`config.mk`:
```
export PLATFORM = sky130hd
export DESIGN_NAME = gpio_response_seq
export DESIGN_NICKNAME = d
export VERILOG_FILES = /design/src/rtl/gpio_response_seq.sv
export SDC_FILE = /design/constraint.sdc
export NUM_CORES = 1
export LEC_CHECK = 0
export CELL_PAD_IN_SITES_DETAIL_PLACEMENT = 1
export CELL_PAD_IN_SITES_GLOBAL_PLACEMENT = 2
export CORE_UTILIZATION = 30
export DETAILED_ROUTE_END_ITERATION = 10
export PLACE_DENSITY_LB_ADDON = 0.3
export SYNTH_ARGS = -nofsm -noshare
export SYNTH_HDL_FRONTEND = slang
export SYNTH_SLANG_ARGS = --single-unit
```
`constraint.sdc`:
```
create_clock -name XCLK -period 5.25 [get_ports XCLK]
set_input_delay 1.05 -clock XCLK [delete_from_list [all_inputs] [get_ports XCLK]]
set_output_delay 1.05 -clock XCLK [all_outputs]
set_load 0.01 [all_outputs]
```
`src/rtl/gpio_response_seq.sv`:
```
// Table-driven GPIO responder: waits for the processor's GPO to match each table
// entry in turn and answers on GPI with that entry's response after its delay.
module gpio_response_seq #(
    parameter int WIDTH = 32,
    parameter int DEPTH = 4,
    parameter int DLY_W = 16,
    localparam int AW = $clog2(DEPTH),
    localparam int EW = AW + 1
) (
    input  logic             XCLK,
    input  logic             XRESET_N,
    input  logic [WIDTH-1:0] XGPO,
    output logic [WIDTH-1:0] XGPI,
    input  logic             cfg_we,
    input  logic [AW-1:0]    cfg_addr,
    input  logic [WIDTH-1:0] cfg_mask,
    input  logic [WIDTH-1:0] cfg_match,
    input  logic [WIDTH-1:0] cfg_resp,
    input  logic             cfg_ne,
    input  logic [DLY_W-1:0] cfg_delay,
    input  logic [EW-1:0]    num_steps,
    input  logic [DLY_W-1:0] timeout_lim,
    input  logic             start,
    input  logic             abort,
    output logic             busy,
    output logic             done,
    output logic             timeout,
    output logic [AW-1:0]    step
);

    typedef enum logic [2:0] {
        S_IDLE,
        S_WAIT,
        S_DELAY,
        S_DONE,
        S_TMO
    } state_t;

    state_t           state_q, state_d;
    logic [AW-1:0]    step_q, step_d;
    logic [WIDTH-1:0] xgpi_q, xgpi_d;
    logic [DLY_W-1:0] dcnt_q, dcnt_d;
    logic [DLY_W-1:0] tcnt_q, tcnt_d;
    logic [EW-1:0]    eff_q, eff_d;
    logic [WIDTH-1:0] gpo_q;

    logic [WIDTH-1:0] mask_t  [DEPTH];
    logic [WIDTH-1:0] match_t [DEPTH];
    logic [WIDTH-1:0] resp_t  [DEPTH];
    logic             ne_t    [DEPTH];
    logic [DLY_W-1:0] delay_t [DEPTH];

    logic [WIDTH-1:0] sel_mask, sel_match, sel_resp;
    logic             sel_ne;
    logic [DLY_W-1:0] sel_delay;
    logic             hit, last, load, tmo_hit;

    function automatic logic entry_hit(input logic [WIDTH-1:0] g,
                                       input logic [WIDTH-1:0] m,
                                       input logic [WIDTH-1:0] mt,
                                       input logic             ne);
        return ((g & m) == (mt & m)) ^ ne;
    endfunction

    function automatic logic [DLY_W-1:0] sat_inc(input logic [DLY_W-1:0] v);
        return (v == '1) ? v : v + DLY_W'(1);
    endfunction

    // Stage 0: input sampling; every match decision sees only the registered GPO.
    always_ff @(posedge XCLK or negedge XRESET_N) begin
        if (!XRESET_N) begin
            gpo_q <= '0;
        end else begin
            gpo_q <= XGPO;
        end
    end

    assign busy    = (state_q == S_WAIT) || (state_q == S_DELAY);
    assign done    = (state_q == S_DONE);
    assign timeout = (state_q == S_TMO);
    assign step    = step_q;
    assign XGPI    = xgpi_q;

    // Response table; frozen while a sequence is running so the active entry stays stable.
    always_ff @(posedge XCLK or negedge XRESET_N) begin
        if (!XRESET_N) begin
            for (int i = 0; i < DEPTH; i++) begin
                mask_t[i]  <= '0;
                match_t[i] <= '0;
                resp_t[i]  <= '0;
                ne_t[i]    <= 1'b0;
                delay_t[i] <= '0;
            end
        end else if (cfg_we && !busy) begin
            mask_t[cfg_addr]  <= cfg_mask;
            match_t[cfg_addr] <= cfg_match;
            resp_t[cfg_addr]  <= cfg_resp;
            ne_t[cfg_addr]    <= cfg_ne;
            delay_t[cfg_addr] <= cfg_delay;
        end
    end

    always_comb begin
        sel_mask  = mask_t[step_q];
        sel_match = match_t[step_q];
        sel_resp  = resp_t[step_q];
        sel_ne    = ne_t[step_q];
        sel_delay = delay_t[step_q];
        hit       = entry_hit(gpo_q, sel_mask, sel_match, sel_ne);
        last      = ({1'b0, step_q} + EW'(1)) == eff_q;
        tmo_hit   = (timeout_lim != '0) && (tcnt_q >= timeout_lim - DLY_W'(1));
    end

    always_comb begin
        state_d = state_q;
        step_d  = step_q;
        xgpi_d  = xgpi_q;
        dcnt_d  = dcnt_q;
        tcnt_d  = tcnt_q;
        eff_d   = eff_q;
        load    = 1'b0;

        if (abort) begin
            state_d = S_IDLE;
            step_d  = '0;
            xgpi_d  = '0;
            dcnt_d  = '0;
            tcnt_d  = '0;
        end else begin
            case (state_q)
                S_IDLE, S_DONE, S_TMO: begin
                    if (start) begin
                        step_d  = '0;
                        xgpi_d  = '0;
                        dcnt_d  = '0;
                        tcnt_d  = '0;
                        eff_d   = (num_steps > EW'(DEPTH)) ? EW'(DEPTH) : num_steps;
                        state_d = (num_steps == '0) ? S_DONE : S_WAIT;
                    end
                end
                S_WAIT: begin
                    // A match on the same edge as the timeout limit takes priority.
                    if (hit) begin
                        if (sel_delay == '0) begin
                            load = 1'b1;
                        end else begin
                            dcnt_d  = sel_delay - DLY_W'(1);
                            state_d = S_DELAY;
                        end
                    end else if (tmo_hit) begin
                        state_d = S_TMO;
                    end else begin
                        tcnt_d = sat_inc(tcnt_q);
                    end
                end
                S_DELAY: begin
                    if (dcnt_q == '0) begin
                        load = 1'b1;
                    end else begin
                        dcnt_d = dcnt_q - DLY_W'(1);
                    end
                end
                default: begin
                    state_d = S_IDLE;
                end
            endcase

            if (load) begin
                xgpi_d = sel_resp;
                tcnt_d = '0;
                if (last) begin
                    state_d = S_DONE;
                end else begin
                    step_d  = step_q + AW'(1);
                    state_d = S_WAIT;
                end
            end
        end
    end

    // Stage 1: sequencer state and the registered GPI response.
    always_ff @(posedge XCLK or negedge XRESET_N) begin
        if (!XRESET_N) begin
            state_q <= S_IDLE;
            step_q  <= '0;
            xgpi_q  <= '0;
            dcnt_q  <= '0;
            tcnt_q  <= '0;
            eff_q   <= '0;
        end else begin
            state_q <= state_d;
            step_q  <= step_d;
            xgpi_q  <= xgpi_d;
            dcnt_q  <= dcnt_d;
            tcnt_q  <= tcnt_d;
            eff_q   <= eff_d;
        end
    end

endmodule

```
==> results of run 1 <==
[cell type report]
class,instances,area share (%)
sequential,556,45.37
multi-input combinational,1168,34.85
timing repair buffer,234,7.782
clock inverter,16,0.6852
tap,1070,4.364
clock buffer,101,6.542
inverter,29,0.3548
antenna,6,0.04894
[routing by layer]
layer | wire length [um] | vias up
met3 | 2563 | 123
met2 | 34990 | 248
met1 | 30570 | 8351
li1 | - | 7122
met4 | 1880 | 8
met5 | 59 | -
[registers in the layout (all words and copies together), names as in the netlist]
signal / cells
eff_q: 3
delay_t: 64
dcnt_q: 16
state_q: 3
gpo_q: 32
tcnt_q: 16
XGPI: 32
ne_t: 4
step: 2
resp_t: 128
mask_t: 128
match_t: 128
[logic make-up (layout without fill, tap and decap cells)]
family | Yosys count | after routing | share of synthesized area, %
AO/OA/AOI/OAI | 193 | 193 | 5.203
XOR/XNOR | 156 | 156 | 5.453
adder cells (fa/ha/maj) | 21 | 21 | 1.049
buffers and inverters | 119 | 380 | 1.902
flip-flops | 556 | 556 | 55.53
multiplexers | 519 | 519 | 25.47
other | 0 | 6 | 0
AND/OR/NAND/NOR | 279 | 279 | 5.398
[synthesized netlist by cell type, drive strengths merged (6+ instances only)]
cell type and n:
a22o 6, nand3 44, a21oi 54, a221oi 6, nor3 15, o31ai 21
buf 25, nor2 46, clkbuf 65, nand4 13, mux4 49, xor2 138
mux2 458, or3 23, ha 21, inv 28, nor4 13, a222oi 6
nand2 93, a22oi 42, xnor2 18, dfrtp 556, o21ai 25, mux2i 12
and2 7
[report_power, final]
part,switching (mW),leakage (nW),total (mW),internal (mW)
clock network,1.88,1.08,4.65,2.76
logic,2.22,4.86,4.90,2.68
registers,1.11,6.74,7.28,6.17
[worst paths after layout]
kind                                 from         end  slack [ns]  cells past startpoint
max                        timeout_lim[3]  state_q[1]        0.53                     15
min                              XRESET_N  resp_t[58]        0.48                      1
max reg2reg                       step[0]   tcnt_q[8]        1.21                     10
min reg2reg                    resp_t[94]  resp_t[94]        0.50                      1
max in group asynchronous        XRESET_N     step[0]        3.43                      2
min in group XCLK              resp_t[94]  resp_t[94]        0.50                      1
[per-stage QoR]
step	setup TNS, ns	instances	util (%)	hold slack [ns]	total power, mW
after detailed placement	-0.08289	3057	34.53	0.4887	12.34
after CTS	0	3174	37.22	0.5015	17.12
after global routing	0	3178	37.24	0.5075	17.89
final	0	3180	37.24	0.4763	16.82
after floorplan	0	1843	-	0.4612	10.54
after global placement	0	3057	34.53	0.4762	12.04
==> results.txt, run 1 <==
----------------------------------------------------
[Global routing]
  Pin count of the biggest net entering global routing ... approximately 120
  Residual overflow from global routing ... 0
  Number of antenna violations at the first check in global routing ... 10
  Met3 demand-to-capacity share in global routing ... under 10%
  Met1 global-route usage ... between 20% and 30%
  Overall fraction of global-route tracks in use ... between 10% and 20%
  Met2 Usage GRT ... approximately 29%
  Number of global-route vias before repair ... roughly 18000
  First-pass GRT wire length ... 110100 um
  Global route hottest layer ... met2

[Run]
  Total of max-cap violations ... 0

[Cells and area]
  Area growth from synthesis to layout ... 22.43%
  Commonest non-fill, non-tap cells in the layout ... sky130_fd_sc_hd__dfrtp_1 (554), sky130_fd_sc_hd__mux2_2 (457), sky130_fd_sc_hd__clkdlybuf4s50_1 (205)
  Leading cell type in the layout, fill and taps excluded ... sky130_fd_sc_hd__dfrtp_1
  Ratio of cells with drive above 1 in the final layout ... a little under a third
  Final non-filler cell area ... approximately 0.03 sq mm
  Number of nets in the layout ... about 2200
  Multi-input gate area in the final layout ... ~0.011 sq mm
  Number of filler cells placed in the layout ... between 8000 and 9000
  Flip-flop and latch area ... 0.01392 sq mm

[Critical path]
  Worst path arrival time ... between 5 and 6 ns
  Crit path kind ... in2reg
  Crit path buf inv count ... 2
  Slowest CP cell ... sky130_fd_sc_hd__or4_1
  Slowest Stage Delay on Critical Path ... a little over 0.6 ns
  CP startpoint kind ... input port
  Largest fanout of any net on the critical path ... 5
  Crit-path leading delay family ... compound AO/OA/AOI/OAI gates
  Type of destination of the critical path ... flop
  Critical Path Most Common Cell ... sky130_fd_sc_hd__a31o_1
  Worst-path cell chain ... clkdlybuf4s50_1, or4_1, nor4_1, nor2b_1, buf_4, nand2_1, xor2_1, ha_1, nand4_1, o311ai_0, o2111ai_1, a221o_1, a31o_1, a221oi_1, a31o_1
  Critical path data required time ... 5.79 ns

[Logic synthesis]
  Synth top area cells ... sky130_fd_sc_hd__dfrtp_1 (56%), sky130_fd_sc_hd__mux2_2 (21%), sky130_fd_sc_hd__xor2_1 (4.8%)
  Number of nets in the synthesized netlist ... 2035
  Portion of the post-synthesis area used by sequential elements ... 55.53%
  Cell Area, Synth ... ~0.025 sq mm
  Avg Synthesized Cell Area ... between 10 and 15 sq um
  Number of synthesized flops with an enable pin ... 0
  Library cells used by synthesis ... 63
  Post-synthesis async set-or-reset flop share ... 100.0%
  Ys flop type ... sky130_fd_sc_hd__dfrtp_1
  Syn. warnings ... 0
  Post-Syn Instances ... 1843
  Top cell type's share of synthesized area ... between 50% and 60%
  Cell type with the highest aggregate area in the netlist ... sky130_fd_sc_hd__dfrtp_1
  Synthesis-stage register bit count ... 556

[CTS]
  Clock tree sinks ... ~560
  TritonCTS clock tree ... done
  Clock insertion delay at the later pin of the skew report ... 0.62 ns
  Clock buffers created by TritonCTS ... just under 70
  Number of cells upsized or downsized after cts ... 0
  Number of post-CTS setup repair buffers ... 0
  CTS clock-pin slew for the worst setup and hold paths ... roughly 0.05 ns
  Clock root cell ... sky130_fd_sc_hd__clkbuf_16
  Maximum clock insertion buffer count ... 3
  Count of hold-fix buffers inserted at cts ... 0
  CTS H-tree depth ... 3

[Drt]
  Routed WL ... around 70000 um
  Number of optimization iterations in the first detailed-route pass ... 4
  DRC Markers ... 0
  Antenna violation net count after detailed routing ... 0
  Via total after detailed routing ... between 15000 and 20000
  Violation count after the first detailed-route iteration ... just under 700
  Average routed wire per standard cell ... roughly 22 um
  Via-to-Cell Ratio ... approximately 5

[Floorplan]
  Area of the die ... between 0.08 and 0.09 sq mm
  I/O pin count ... ~210
  Die outline height ... roughly 290 um
  Floorplan row count ... 105
  Die width ... roughly 290 um
  Effective utilization at floorplan ... between 30% and 40%
  Std-Cell Core Area ... 0.08237 sq mm

[STA]
  Setup repair after global routing missed its margin ... no
  Final count of pins violating max slew ... 0
  Achievable clock frequency ... between 200 and 250 MHz
  Final setup violation count ... 0
  Number of hold violations in the final report ... 0
  Worst slew margin relative to its limit ... a little over a third
  Min setup slack post-route ... around 0.53 ns
  Fraction of the cycle the final worst path needs ... between 80% and 90%
  Post-route clock skew ... roughly 0.027 ns
  Tightest Pin Transition ... 0.9643 ns
  Fin crit period ... roughly 4.7 ns

[Hold path]
  Hold crit path type ... in2async

[Placed design]
  Routability-driven placement congestion ratio ... between 0.7 and 0.8
  Minimum setup slack after placement ... -0.04874 ns
  Count of input and output buffers ... slightly above 200
  Detailed-placement wirelength estimate ... between 40000 and 50000 um
  Placement Cell Area ... between 0.02 and 0.03 sq mm

[Power and ir drop]
  Total power per unit cell area ... roughly 550 mW/mm^2
  Worst IR drop on VDD ... ~0.26 mV
  P_leak ... about 13 nW

[Run status]
  Status ... finished, final reports clean

----------------------------------------------------
Note: power is estimated with default switching activity, not from simulation.
==> inputs of run 2 (changes only) <==
--- a/config.mk
+++ b/config.mk
@@ -5,10 +5,12 @@
 export SDC_FILE = /design/constraint.sdc
 export NUM_CORES = 1
 export LEC_CHECK = 0
+export ABC_CLOCK_PERIOD_IN_PS = 5250
 export CELL_PAD_IN_SITES_DETAIL_PLACEMENT = 1
 export CELL_PAD_IN_SITES_GLOBAL_PLACEMENT = 2
 export CORE_UTILIZATION = 30
 export DETAILED_ROUTE_END_ITERATION = 10
+export DONT_BUFFER_PORTS = 1
 export PLACE_DENSITY_LB_ADDON = 0.3
 export SYNTH_ARGS = -nofsm -noshare
 export SYNTH_HDL_FRONTEND = slang
==> run 2 against run 1 <==
Effect of this change:
- sequential cell count unchanged
- count of clock-buffer cells in the layout is 2 lower
- utilization shrank 2.5 points
- clock power is 6.7% higher
- via count decreased by 5.2%
- cell area fell by 6.6%
- register-to-register slack gained 0.03 ns
- fmax is 12% higher
- routed wire length decreased by 3.1%
- non-clock buffer count down 216
- total power shrank 0.37%
- critical path type unchanged
==> results.txt, run 2 (synthesis gave the netlist of run 1 again) <==
----------------------------------------------------
[Placed design]
  Detailed-placement wirelength estimate ... around 44000 um
  Cell total after placement ... ~2800
  Count of input and output buffers ... 0
  Routability-driven placement congestion ratio ... between 0.7 and 0.8

[Critical path]
  Critical path data required time ... between 5 and 6 ns
  Slowest Stage Delay on Critical Path ... about 0.59 ns
  Slowest CP cell ... sky130_fd_sc_hd__or4_1
  CP startpoint kind ... input port
  Critical Path Most Common Cell ... sky130_fd_sc_hd__nor2b_1
  Crit path kind ... in2reg
  Reg2reg end ... tcnt_q[15]
  Launch point of the worst path ... timeout_lim[3]
  Launching point of the worst reg2reg path ... step[0]
  Termination of the worst setup path ... tcnt_q[15]
  Worst-path cell chain ... or4_1, nor4_1, nor2b_1, buf_4, nand2_1, xor2_1, ha_1, nor2b_1, o21ai_0, o311ai_0, o2111ai_1, a221o_1, nand4_1, a2bb2oi_1, a21o_1
  Worst path arrival time ... ~4.7 ns
  Largest fanout of any net on the critical path ... 13
  Type of destination of the critical path ... flop
  R2R depth ... 11
  Worst reg-to-reg setup slack ... around 1.2 ns

[Drt]
  Routed WL ... just under 70000 um
  Violation count after the first detailed-route iteration ... 623
  Antenna violation net count after detailed routing ... 0
  Number of optimization iterations in the first detailed-route pass ... 4
  Average routed wire per standard cell ... about 23 um
  Via-to-Cell Ratio ... between 5 and 6
  Via total after detailed routing ... approximately 15000
  DRC Markers ... 0

[Cells and area]
  Number of nets in the layout ... around 2000
  Post-Route Utilization ... a little over a third
  Leading cell type in the layout, fill and taps excluded ... sky130_fd_sc_hd__dfrtp_1
  Largest registers in the final layout ... mask_t: 128 flops, match_t: 128 flops, resp_t: 128 flops
  Non-filler cells in the finished layout ... 2966
  Area growth from synthesis to layout ... 14.35%
  Multi-input gate area in the final layout ... roughly 0.011 sq mm
  Number of filler cells placed in the layout ... roughly 8600
  Ratio of cells with drive above 1 in the final layout ... between 30% and 40%
  Flip-flop and latch area ... between 0.01 and 0.015 sq mm
  Commonest non-fill, non-tap cells in the layout ... sky130_fd_sc_hd__dfrtp_1 (554), sky130_fd_sc_hd__mux2_2 (457), sky130_fd_sc_hd__xor2_1 (138)

[CTS]
  CTS clock-pin slew for the worst setup and hold paths ... ~0.060 ns
  Number of cells upsized or downsized after cts ... 0
  Maximum clock insertion buffer count ... 3
  TritonCTS clock tree ... done
  Clock root cell ... sky130_fd_sc_hd__clkbuf_16
  CTS H-tree depth ... 3
  Number of post-CTS setup repair buffers ... 0
  Clock insertion delay at the later pin of the skew report ... between 0.6 and 0.7 ns
  Count of hold-fix buffers inserted at cts ... 0
  Clock buffers created by TritonCTS ... 68
  Clock tree sinks ... 556

[Global routing]
  Pin count of the biggest net entering global routing ... roughly 560
  Number of antenna violations at the first check in global routing ... 3
  First-pass GRT wire length ... roughly 110000 um
  Overall fraction of global-route tracks in use ... about 16%
  Residual overflow from global routing ... 0
  Number of global-route vias before repair ... roughly 17000

[Floorplan]
  Effective utilization at floorplan ... between 30% and 40%
  Std-Cell Core Area ... just over 0.08 sq mm
  Die outline height ... just under 300 um
  Area of the die ... around 0.085 sq mm
  Floorplan row count ... ~110
  I/O pin count ... ~210
  Die width ... about 290 um

[Power and ir drop]
  Final Total Pwr ... roughly 17 mW
  Worst IR drop on VDD ... roughly 0.35 mV
  P_leak ... between 10 and 15 nW
  Total power per unit cell area ... a little under 600 mW/mm^2

[STA]
  Fin crit period ... around 4.2 ns
  Tightest Pin Transition ... about 1.2 ns
  Final count of pins violating max slew ... 0
  Number of hold violations in the final report ... 0
  TNS Setup ... 0 ns
  Fraction of the cycle the final worst path needs ... around four fifths
  Worst hold slack ... 0.1846 ns
  Worst slew margin relative to its limit ... 18.91%
  Final setup violation count ... 0
  Post-route clock skew ... about 0.04 ns
  Achievable clock frequency ... approximately 240 MHz
  Setup repair after global routing missed its margin ... no

[Run status]
  Status ... finished, final reports clean

[Hold path]
  Hold crit path type ... in2async

[Run]
  Total of max-cap violations ... 0

----------------------------------------------------
==> run 2: cell types whose count changed in the layout (fill, tap and decap cells not counted), moves of 3 or more <==
| cell | before | now |
|---|---|---|
| sky130_fd_sc_hd__diode_2 | 6 | 2 |
| sky130_fd_sc_hd__clkbuf_8 | 16 | 19 |
| sky130_fd_sc_hd__buf_4 | 18 | 14 |
| sky130_fd_sc_hd__clkinv_2 | 5 | 9 |
| sky130_fd_sc_hd__buf_12 | 9 | 4 |
| sky130_fd_sc_hd__bufinv_16 | 2 | 6 |
| sky130_fd_sc_hd__clkbuf_1 | 16 | 12 |
| sky130_fd_sc_hd__clkinv_16 | 0 | 3 |
| sky130_fd_sc_hd__clkdlybuf4s50_1 | 205 | 0 |
==> run 2: worst min path at each step <==
| stage | cells after the start | to |
|---|---|---|
| 2_1_floorplan | 2 | dcnt_q[14] |
| 5_1_grt | 0 | resp_t[26] |
| 6_report | 0 | resp_t[26] |
| 4_1_cts | 0 | resp_t[26] |
| 3_5_place_dp | 1 | resp_t[45] |
| 3_3_place_gp | 1 | delay_t[26] |
==> run 2: stage by stage <==
step           setup WS (ns)  cell area, sq um
6_report               1.029             28650
5_1_grt               0.7408             28650
4_1_cts                1.040             28650
3_5_place_dp          0.3846             26240
3_3_place_gp          0.4474             26240
2_1_floorplan         0.9101             25060
==> run 2: final cells by class <==
cell class / instances / area share [%]
Sequential cell: 556 / 48.58
Multi-Input combinational cell: 1168 / 37.31
Clock buffer: 99 / 7.009
Tap cell: 1070 / 4.672
Clock inverter: 24 / 1.384
Timing Repair Buffer: 18 / 0.6463
Inverter: 29 / 0.3799
Antenna cell: 2 / 0.01747
==> run 2: metal layers <==
metal / global-route usage (%) / up-vias / share of wire, %
li1: - / 6694 / -
met1: 20.31 / 8006 / 43
met2: 28.28 / 232 / 51
met3: 3.543 / 94 / 4.6
met4: 4.517 / 2 / 2.1
met5: 0 / - / 0.012
==> run 2: where the power goes <==
part           total [mW]  switching (mW)  leakage (nW)  internal [mW]
combinational        4.51            2.02          4.00           2.49
clock                4.96            1.97          1.18           2.99
sequential           7.29            1.12          6.74           6.16
==> run 2: critical path, delay by kind of cell <==
family	cells	cell delay [ns]
adder cells (fa/ha/maj)	1	0.29
buffers and inverters	1	0.14
AND/OR/NAND/NOR	6	1.86
AO/OA/AOI/OAI	6	1.22
XOR/XNOR	1	0.16
==> inputs of run 3 (changes only) <==
--- a/config.mk
+++ b/config.mk
@@ -5,7 +5,7 @@
 export SDC_FILE = /design/constraint.sdc
 export NUM_CORES = 1
 export LEC_CHECK = 0
-export ABC_CLOCK_PERIOD_IN_PS = 5250
+export ABC_CLOCK_PERIOD_IN_PS = 4100
 export CELL_PAD_IN_SITES_DETAIL_PLACEMENT = 1
 export CELL_PAD_IN_SITES_GLOBAL_PLACEMENT = 2
 export CORE_UTILIZATION = 30
==> constraint.sdc (replaced) <==
create_clock -name XCLK -period 4.1 [get_ports XCLK]
set_input_delay 0.82 -clock XCLK [delete_from_list [all_inputs] [get_ports XCLK]]
set_output_delay 0.82 -clock XCLK [all_outputs]
set_load 0.01 [all_outputs]
==> run 3 against run 2 <==
Effect of this change:
- the run now ends with negative hold slack, max-slew violations left
- critical endpoint is now tcnt_q[5]
- critical path type unchanged
- global-route usage rose by 0.34 points
- largest power group unchanged
- register-to-register slack got worse by 0.73 ns
- setup slack got worse by 0.69 ns
- total power rose by 28%
- routed wire length rose by 0.72%
- clock power rose by 27%
- non-clock buffer count rose by 18
==> results.txt, run 3 (synthesis gave the netlist of run 1 again) <==
----------------------------------------------------
[Cells and area]
  Final non-filler cell area ... 0.02880 sq mm
  Leading cell type in the layout, fill and taps excluded ... sky130_fd_sc_hd__dfrtp_1
  Commonest non-fill, non-tap cells in the layout ... sky130_fd_sc_hd__dfrtp_1 (554), sky130_fd_sc_hd__mux2_2 (457), sky130_fd_sc_hd__xor2_1 (138)
  Inserted Diodes ... 0
  Area growth from synthesis to layout ... 14.93%
  Largest registers in the final layout ... mask_t: 128 flops, match_t: 128 flops, resp_t: 128 flops
  Ratio of cells with drive above 1 in the final layout ... 34.87%
  Number of nets in the layout ... about 2000

[Placed design]
  Placement Cell Area ... ~0.026 sq mm
  Routability-driven placement congestion ratio ... slightly below 0.8
  Count of input and output buffers ... 0
  Detailed-placement wirelength estimate ... 44220 um

[Global routing]
  Number of antenna violations at the first check in global routing ... 6
  Pin count of the biggest net entering global routing ... around 560
  Overall fraction of global-route tracks in use ... approximately 17%
  Number of global-route vias before repair ... between 15000 and 20000
  First-pass GRT wire length ... roughly 110000 um
  Residual overflow from global routing ... 0

[STA]
  Setup repair after global routing missed its margin ... no
  Fin crit period ... roughly 3.8 ns
  Number of hold violations in the final report ... 68
  Tightest Pin Transition ... 2.156 ns
  Worst slew margin relative to its limit ... -43.72%
  Final count of pins violating max slew ... ~370
  Fraction of the cycle the final worst path needs ... between 90% and 100%
  Final setup violation count ... 0
  Achievable clock frequency ... around 270 MHz
  Post-route clock skew ... 0.02668 ns
  Worst hold slack ... -0.08363 ns

[Critical path]
  Crit path kind ... in2reg
  Launch point of the worst path ... timeout_lim[3]
  Worst reg-to-reg setup slack ... slightly above 0.5 ns
  Launching point of the worst reg2reg path ... step[0]
  Worst path arrival time ... between 4 and 5 ns
  Type of destination of the critical path ... flop
  CP startpoint kind ... input port
  Largest fanout of any net on the critical path ... 8
  Critical path data required time ... ~4.6 ns

[Drt]
  Via-to-Cell Ratio ... between 5 and 6
  Violation count after the first detailed-route iteration ... between 600 and 700
  Via total after detailed routing ... roughly 15000
  DRC Markers ... 0
  Number of optimization iterations in the first detailed-route pass ... 4
  Routed WL ... roughly 68000 um
  Average routed wire per standard cell ... between 20 and 25 um
  Antenna violation net count after detailed routing ... 0

[Hold path]
  Hold crit path type ... in2async

[Floorplan]
  Floorplan row count ... 105
  Area of the die ... 0.08468 sq mm
  Die width ... a little under 300 um
  I/O pin count ... ~210
  Effective utilization at floorplan ... between 30% and 40%
  Std-Cell Core Area ... about 0.082 sq mm
  Die outline height ... roughly 290 um

[Run status]
  Status ... finished, violations left
  Violated checks ... negative hold slack, max-slew violations

[Power and ir drop]
  P_leak ... 12.01 nW
  Final Total Pwr ... between 20 and 25 mW
  Total power per unit cell area ... 747.6 mW/mm^2
  Worst IR drop on VDD ... roughly 0.49 mV

[Run]
  Total of max-cap violations ... 0

[CTS]
  Number of post-CTS setup repair buffers ... 0
  CTS H-tree depth ... 3
  Maximum clock insertion buffer count ... 3
  Clock root cell ... sky130_fd_sc_hd__clkbuf_16
  Clock insertion delay at the later pin of the skew report ... between 0.6 and 0.7 ns
  Clock tree sinks ... between 500 and 600
  TritonCTS clock tree ... done
  CTS clock-pin slew for the worst setup and hold paths ... ~0.06 ns
  Clock buffers created by TritonCTS ... between 60 and 70

----------------------------------------------------
[run 3: power breakdown]
part	internal (mW)	leakage, nW	switching, mW
clock	3.85	1.16	2.45
combinational	3.28	4.11	2.63
sequential	7.90	6.74	1.42
total	15.0	12.0	6.50
[run 3: timing repair]
| action | 4_1_cts | 5_1_grt |
|---|---|---|
| endpoints found under the hold margin | 556 | 324 |
| resized for setup | 0 | 1 |
| endpoints found under the setup margin | 0 | 8 |
[run 3: final cells by class]
cell class                 instances  area [sq um]
sequential                       556         13920
fill                            8542         53580
tap                             1070          1339
timing repair buffer              36         370.4
clock inverter                    23         374.1
clock buffer                      95          1986
multi-input combinational       1168         10700
inverter                          29         108.9
[run 3: worst paths after layout]
check,end,depth (start not counted)
worst max-delay path,tcnt_q[5],17
worst min-delay path,gpo_q[10],0
worst max register to register,dcnt_q[4],11
worst min register to register,resp_t[84],1
max in group asynchronous,step[0],0
min in group XCLK,gpo_q[19],0
[run 3: layer usage]
layer  track usage (%)  part of all wire (%)
met3             4.451                   5.7
met4             5.007                   2.2
met1             20.48                    42
met2             28.34                    50
met5                 0                  0.11
[run 3: stage by stage]
step	TNS, ns	utilization, %	cells	setup WS [ns]
finish	0	34.96	2977	0.3415
global route	0	34.96	2977	0.02670
CTS	0	34.95	2977	0.2427
detailed placement	-5.640	32.09	2859	-0.3861
global placement	-5.661	32.09	2859	-0.3846
floorplan	0	-	1843	0.03480
[run 3: worst max-delay path, cell delays in order]
cell	delay (ns)
sky130_fd_sc_hd__or4_1	0.57
sky130_fd_sc_hd__nor4_2	0.19
sky130_fd_sc_hd__nor2b_2	0.22
sky130_fd_sc_hd__nand2_1	0.08
sky130_fd_sc_hd__nor2_1	0.12
sky130_fd_sc_hd__xnor2_1	0.13
sky130_fd_sc_hd__ha_1	0.26
sky130_fd_sc_hd__nand4_1	0.12
sky130_fd_sc_hd__nor2_1	0.06
sky130_fd_sc_hd__nor3_1	0.13
sky130_fd_sc_hd__o311ai_0	0.17
sky130_fd_sc_hd__o2111ai_1	0.12
sky130_fd_sc_hd__a221o_1	0.30
sky130_fd_sc_hd__nand4_1	0.28
sky130_fd_sc_hd__buf_4	0.27
sky130_fd_sc_hd__or3_1	0.35
sky130_fd_sc_hd__o31ai_1	0.08
